**config.mk**
```make
export PLATFORM = sky130hd
export DESIGN_NAME = canvas_mem_arbiter
export DESIGN_NICKNAME = d
export VERILOG_FILES = /design/src/rtl/canvas_mem_arbiter.sv
export SDC_FILE = /design/constraint.sdc
export NUM_CORES = 1
export LEC_CHECK = 0
export BUFFER_PORTS_ARGS = -buffer_cell sky130_fd_sc_hd__buf_2
export CORE_MARGIN = 5
export CORE_UTILIZATION = 40
export DETAILED_ROUTE_END_ITERATION = 10
export PLACE_DENSITY = 0.71
export SETUP_SLACK_MARGIN = 0.15
export SLEW_MARGIN = 10
export SYNTH_ARGS = -nofsm -noshare
export SYNTH_HDL_FRONTEND = slang
export SYNTH_SLANG_ARGS = --single-unit
```
**constraint.sdc**
```tcl
create_clock -name clk -period 1.7 [get_ports clk]
set_input_delay 0.255 -clock clk [delete_from_list [all_inputs] [get_ports clk]]
set_output_delay 0.255 -clock clk [all_outputs]
set_load 0.02 [all_outputs]
```
**src/rtl/canvas_mem_arbiter.sv**
```systemverilog
// canvas_mem_arbiter: shares one synchronous single-port canvas RAM between the
// scan-out reader, the brush painter and an optional whole-canvas clear.
// Arbitration per edge: read, then clear, then paint. One RAM operation per cycle.
// Optional clear sequencer: define CANVAS_CLEAR_EN to build it.
module canvas_mem_arbiter #(
    parameter int unsigned ADDR_W = 8,
    parameter int unsigned DATA_W = 3
) (
    input  logic              clk,
    input  logic              rst_n,
    input  logic              rd_req,
    input  logic [ADDR_W-1:0] rd_addr,
    output logic [DATA_W-1:0] rd_data,
    output logic              rd_valid,
    input  logic              pt_req,
    input  logic [ADDR_W-1:0] pt_addr,
    input  logic [DATA_W-1:0] pt_colour,
    input  logic              pt_enable,
    output logic              pt_ack,
    input  logic              clr_start,
    output logic              clr_busy,
    output logic              mem_en,
    output logic              mem_we,
    output logic [ADDR_W-1:0] mem_addr,
    output logic [DATA_W-1:0] mem_wdata,
    input  logic [DATA_W-1:0] mem_rdata
);

    // RAM command registers
    logic              mem_en_q, mem_en_d;
    logic              mem_we_q, mem_we_d;
    logic [ADDR_W-1:0] mem_addr_q, mem_addr_d;
    logic [DATA_W-1:0] mem_wdata_q, mem_wdata_d;

    // Paint handshake
    logic              pt_ack_q, pt_ack_d;

    // Read pipeline: issued -> RAM access done -> data captured
    logic              rd_issue_q, rd_issue_d;
    logic              rd_wait_q, rd_wait_d;
    logic              rd_valid_q, rd_valid_d;
    logic [DATA_W-1:0] rd_data_q, rd_data_d;

    // Hooks from the clear sequencer into the arbiter
    logic              clr_active_c;
    logic              pt_allow_c;
    logic [ADDR_W-1:0] clr_addr_c;

`ifdef CANVAS_CLEAR_EN
    typedef enum logic [0:0] {
        ST_IDLE  = 1'b0,
        ST_CLEAR = 1'b1
    } state_e;

    localparam logic [ADDR_W-1:0] CNT_LAST = '1;

    state_e            state_q, state_d;
    logic [ADDR_W-1:0] cnt_q, cnt_d;
    logic              clr_busy_q, clr_busy_d;

    assign clr_active_c = (state_q == ST_CLEAR);
    assign pt_allow_c   = (state_q == ST_IDLE) && !clr_start;
    assign clr_addr_c   = cnt_q;
    assign clr_busy     = clr_busy_q;

    // Clear FSM state register
    always_ff @(posedge clk or negedge rst_n) begin
        if (!rst_n) begin
            state_q <= ST_IDLE;
        end else begin
            state_q <= state_d;
        end
    end

    // Clear address counter and busy flag
    always_ff @(posedge clk or negedge rst_n) begin
        if (!rst_n) begin
            cnt_q      <= '0;
            clr_busy_q <= 1'b0;
        end else begin
            cnt_q      <= cnt_d;
            clr_busy_q <= clr_busy_d;
        end
    end

    // Clear FSM next state; the counter advances only on edges not stolen by a read
    always_comb begin
        state_d = state_q;
        cnt_d   = cnt_q;
        case (state_q)
            ST_IDLE: begin
                if (clr_start) begin
                    state_d = ST_CLEAR;
                end
            end
            ST_CLEAR: begin
                if (!rd_req) begin
                    cnt_d = cnt_q + ADDR_W'(1);
                    if (cnt_q == CNT_LAST) begin
                        state_d = ST_IDLE;
                    end
                end
            end
            default: begin
                state_d = ST_IDLE;
            end
        endcase
        clr_busy_d = (state_d == ST_CLEAR);
    end
`else
    logic unused_clr_start;

    assign unused_clr_start = clr_start;
    assign clr_active_c     = 1'b0;
    assign pt_allow_c       = 1'b1;
    assign clr_addr_c       = '0;
    assign clr_busy         = 1'b0;
`endif

    // Arbitration: pick at most one RAM operation for the next cycle
    always_comb begin
        mem_en_d    = 1'b0;
        mem_we_d    = 1'b0;
        mem_addr_d  = mem_addr_q;
        mem_wdata_d = mem_wdata_q;
        pt_ack_d    = 1'b0;
        rd_issue_d  = rd_req;
        rd_wait_d   = rd_issue_q;
        rd_valid_d  = rd_wait_q;
        rd_data_d   = rd_wait_q ? mem_rdata : rd_data_q;

        if (rd_req) begin
            mem_en_d   = 1'b1;
            mem_addr_d = rd_addr;
        end else if (clr_active_c) begin
            mem_en_d    = 1'b1;
            mem_we_d    = 1'b1;
            mem_addr_d  = clr_addr_c;
            mem_wdata_d = '0;
        end else if (pt_req && pt_allow_c && !pt_ack_q) begin
            // A grant with pt_enable low is a cursor move: ack without a write
            pt_ack_d = 1'b1;
            if (pt_enable) begin
                mem_en_d    = 1'b1;
                mem_we_d    = 1'b1;
                mem_addr_d  = pt_addr;
                mem_wdata_d = pt_colour;
            end
        end
    end

    // Output and pipeline registers
    always_ff @(posedge clk or negedge rst_n) begin
        if (!rst_n) begin
            mem_en_q    <= 1'b0;
            mem_we_q    <= 1'b0;
            mem_addr_q  <= '0;
            mem_wdata_q <= '0;
            pt_ack_q    <= 1'b0;
            rd_issue_q  <= 1'b0;
            rd_wait_q   <= 1'b0;
            rd_valid_q  <= 1'b0;
            rd_data_q   <= '0;
        end else begin
            mem_en_q    <= mem_en_d;
            mem_we_q    <= mem_we_d;
            mem_addr_q  <= mem_addr_d;
            mem_wdata_q <= mem_wdata_d;
            pt_ack_q    <= pt_ack_d;
            rd_issue_q  <= rd_issue_d;
            rd_wait_q   <= rd_wait_d;
            rd_valid_q  <= rd_valid_d;
            rd_data_q   <= rd_data_d;
        end
    end

    assign mem_en    = mem_en_q;
    assign mem_we    = mem_we_q;
    assign mem_addr  = mem_addr_q;
    assign mem_wdata = mem_wdata_q;
    assign pt_ack    = pt_ack_q;
    assign rd_valid  = rd_valid_q;
    assign rd_data   = rd_data_q;

endmodule

```
---- Yosys cells after proc, flatten, opt, wreduce, memory -nomap -nowiden ----
Cells that the tools add are included.
word-level totals
  register bits ........................... 20
  latch bits .............................. 0
  memory bits (writable) .................. 0
  bits in read-only memories .............. 0
  output and inout port bits .............. 19
  memories ................................ 0
cells by class
  $add $sub $neg .......................... 0
  multiply operators ...................... 0
  div/mod/pow operators ................... 0
  order comparisons ....................... 0
  eq/ne operators ......................... 0
  shifts and indexed selects .............. 0
  muxes and demuxes ....................... 9
  bitwise gates (word level) .............. 1
  reduce and logical (&&, ||, !) cells .... 6
operators by type and width
  operator             count
  $mux W8              3
  $mux W1              6
  $reduce_bool A2 Y1   2
  $reduce_and A3 Y1    1
  $reduce_and A2 Y1    1
  $logic_and A1 B1 Y1  1
  $logic_not A1 Y1     1
  $not A1 Y1           1

---- Logic depth before layout (Yosys ltp) ----
  word-level depth ........................ 4
  gate-level depth with buffers ........... 5
  mapped depth without buffers ............ 3

---- Least setup slack after synthesis ----
OpenSTA, ideal clock, no wires.
  path kind ............................... register to register
  from .................................... register pt_ack_q (netlist: pt_ack)
  to ...................................... register mem_addr_q[0] (netlist: mem_addr[0])
  data arrival time ....................... 1.242 ns
  required time ........................... 1.575 ns
  path slack .............................. 0.333 ns
  stages on the path, launching flop included .. 4
  path buffers ............................ 0
  period minus slack after synthesis ...... 1.367 ns
  path through ............................ dfrtp_1 inv_1 a31oi_4 mux2_2
on the way
  word-level cells in the longest chain between the ends .. 4
ends and longest elaborated chain
  what                                 line  text
  from (decl)                          36    logic pt_ack_q, pt_ack_d;
  from (signal assigned)               169   pt_ack_q <= pt_ack_d;
  $logic_not A1 Y1                     140   end else if (pt_req && pt_allow_c && !pt_ack_q) begin
  $logic_and A1 B1 Y1                  140
  $reduce_bool A2 Y1 (no source line)  --
  $reduce_and A2 Y1 (no source line)   --
  to (signal assigned)                 167   mem_addr_q <= mem_addr_d;
  to (decl)                            32    logic [ADDR_W-1:0] mem_addr_q, mem_addr_d;
No other way between the ends.
A chain may end at the register's enable or synchronous reset.

---- Worst setup path in the final report ----
  from .................................... register pt_ack_q (netlist: pt_ack)
  to ...................................... register mem_addr_q[1] (netlist: mem_addr[1])
Same word-level chain as after synthesis.

==> out/metrics.yaml <==
power_and_ir_drop:
  peakVddDrop_uv: 650
  power_leakage_nw: 0.554
  power_density_nw_per_um2: 965
  total_power_mw: 1.08
min_path:
  hold_depth: 2
  hp-class: "input pin to flip-flop"
  hp-start: "mem_rdata[0]"
  min_to: "rd_data[0]$_DFFE_PN0P_"
routing:
  routedWlPerCell_um: 12.4
  firstDrtPassIters: 1
  routed_via_density: 4.59
  drc_errors: 0
  drt-total-wl_um: 1540
  ant_nets: 0
  vias: 569
  drt-initial-drc-count: 0
clocking:
  postCtsResizedCells: 0
  htreeDepth: 1
  cts_setup_buffers: 0
  ctsHoldBuffers: 1
  cts_made_buffers: 3
  insertion_delay_ns: 0.29
  cts_sinks: 20
  path_clk_slew_ns: 0.10
  clk_path_buf_depth: 2
  cts_tree: "built"
  root_buffer: "clkbuf_4"
sta:
  fin_skew_ns: 0.00429
  fmax_mhz: 756
  setup_viol: 0
  hold_viol_final: 0
  slew_viol_final: 0
  period_minus_slack_ns: 1.32
  fin_crit_sh_pct: 77.8
  finalWorstSetupSlack_ns: 0.378
  rsz0062_at_grt: "no"
  fin_tns_setup_ns: 0
placement:
  dp.cells: 119
  pre_cts_slack_ns: 0.293
  portBuffers: 44
  routabilityCongestion: 0.716
synth:
  syn_nets: 79
  ys_types: 10
  synth_cells: 51
  synth_top_area_share_pct: 59.1
  avgSynthCellArea_um2: 16.6
  synth_top_area_cell: "dfrtp_1"
  syn_area_um2: 847
  ys_warn_count: 0
  synthTopCellsByArea: "dfrtp_1 (59%), mux2_2 (25%), mux2_4 (5.3%), buf_6 (2.7%), a31oi_4 (2.5%)"
  synth.yosys.seq_area_share_pct: 59.1
  ys_seq_elements: 20
setup_path:
  worstPathArrival_ns: 1.51
  crit_family: "flip-flops"
  crit_fanout: 9
  r2r-end: "mem_addr[1]$_DFFE_PN0P_"
  critPathRequiredTime_ns: 1.89
  path_buf_inv: 1
  crit_type: "flip-flop to flip-flop"
  path_cells: "inv_1 -> a31oi_4 -> mux2_2"
  r2r_setup_slack_ns: 0.38
  cp-start-kind: "flip-flop"
  max_stage_delay_ns: 0.42
  reg2reg_from: "pt_ack$_DFF_PN0_"
  slowest_stage: "dfrtp_1"
  r2r_cells: 3
  startpoint: "pt_ack$_DFF_PN0_"
  worstSetupEndpointType: "flip-flop"
final_layout:
  drive_gt1_share_pct: 74.2
  antennaDiodeCount: 0
  final_nets: 126
  area_growth_pct: 31.9
  layoutNonFillerInstCount: 124
floorplanning:
  die-height_um: 56.0
  dieArea_um2: 3140
  design.core.area_um2: 1980
  ios: 47
  rows: 16
  die_w_um: 56.0
  start_util_pct: 42.7
run:
  drv_cap: 0
global_route:
  grt_max_degree: 21
  grt_pass1_vias: 614
  grt_pass1_wl_um: 2700
  grtUsageTotal_pct: 10.5
  grt_overflow: 0
  antenna_found_initial: 0
status:
  status: "completed"
==> registers in the layout (all words and copies together) (netlist names) <==
name / cells
rd_valid_d: 1
pt_ack: 1
rd_valid: 1
rd_data: 3
rd_issue_q: 1
mem_we: 1
mem_wdata: 3
mem_en: 1
mem_addr: 8
==> cells in the final DEF (no fill, tap or decap) <==
cell and count:
buf_2 44, dfrtp_1 20, mux2_2 19, mux2_4 3
clkbuf_4 3, inv_1 2, a31oi_4 1, nor3b_4 1
and2_1 1, conb_1 1, clkbuf_8 1, dlygate4sd3_1 1
==> metal layers <==
| layer | global-route usage (%) | part of all wire (%) |
|---|---|---|
| met4 | 0 | 0 |
| met1 | 13.0 | 44 |
| met3 | 6.03 | 13 |
| met5 | 0 | 0 |
| met2 | 17.0 | 44 |
==> cell type report <==
type / count / area (um^2)
Timing Repair Buffer: 45 / 230
Fill cell: 180 / 865
Sequential cell: 20 / 500
Clock buffer: 4 / 36.3
Multi-Input combinational cell: 26 / 309
Inverter: 2 / 7.51
Tap cell: 27 / 33.8
==> how the worst max path moves through the flow <==
| stage | to | slack, ns | cells past startpoint |
|---|---|---|---|
| floorplan | mem_addr[0]$_DFFE_PN0P_ | 0.33 | 3 |
| global placement | mem_wdata[1]$_DFFE_PN0P_ | 0.33 | 4 |
| detailed placement | mem_wdata[1]$_DFFE_PN0P_ | 0.29 | 4 |
| CTS | mem_addr[3]$_DFFE_PN0P_ | 0.34 | 3 |
| global route | mem_addr[2]$_DFFE_PN0P_ | 0.28 | 3 |
| finish | mem_addr[1]$_DFFE_PN0P_ | 0.38 | 3 |
==> power by group <==
| part | total [mW] | leakage, nW | switching, mW | internal [mW] |
|---|---|---|---|---|
| clock network | 0.262 | 0.0210 | 0.132 | 0.130 |
| logic | 0.260 | 0.296 | 0.135 | 0.125 |
| registers | 0.557 | 0.237 | 0.0266 | 0.530 |
| total | 1.08 | 0.554 | 0.293 | 0.785 |
==> per-stage QoR <==
step	hold slack [ns]	utilization, %	area, um^2
6_report	0.192	56.4	1120
5_1_grt	0.173	56.4	1120
3_3_place_gp	0.219	54.0	1070
3_5_place_dp	0.222	54.0	1070
2_1_floorplan	-0.0406	-	847
4_1_cts	0.178	56.4	1120
==> cell usage after synthesis <==
cell type	count
mux2_4	3
and2_1	1
conb_1	1
buf_6	2
mux2_2	19
nor3b_4	1
inv_1	2
dfrtp_1	20
a31oi_4	1
buf_4	1
==> cells by family after synthesis <==
group	after synthesis	synth area share, %
AOI/OAI and AO/OA	1	2.51
other	1	0.443
muxes	22	30.6
and+or+nand+nor	2	2.95
buffers and inverters	5	4.43
DFF	20	59.1
==> worst register-to-register path: cells and delay by family (launching register included) <==
family	cells	cell delay, ns
flops	1	0.42
buf+inv	1	0.09
compound gates	1	0.33
mux	1	0.38
Note: power is estimated with default switching activity, not from simulation.
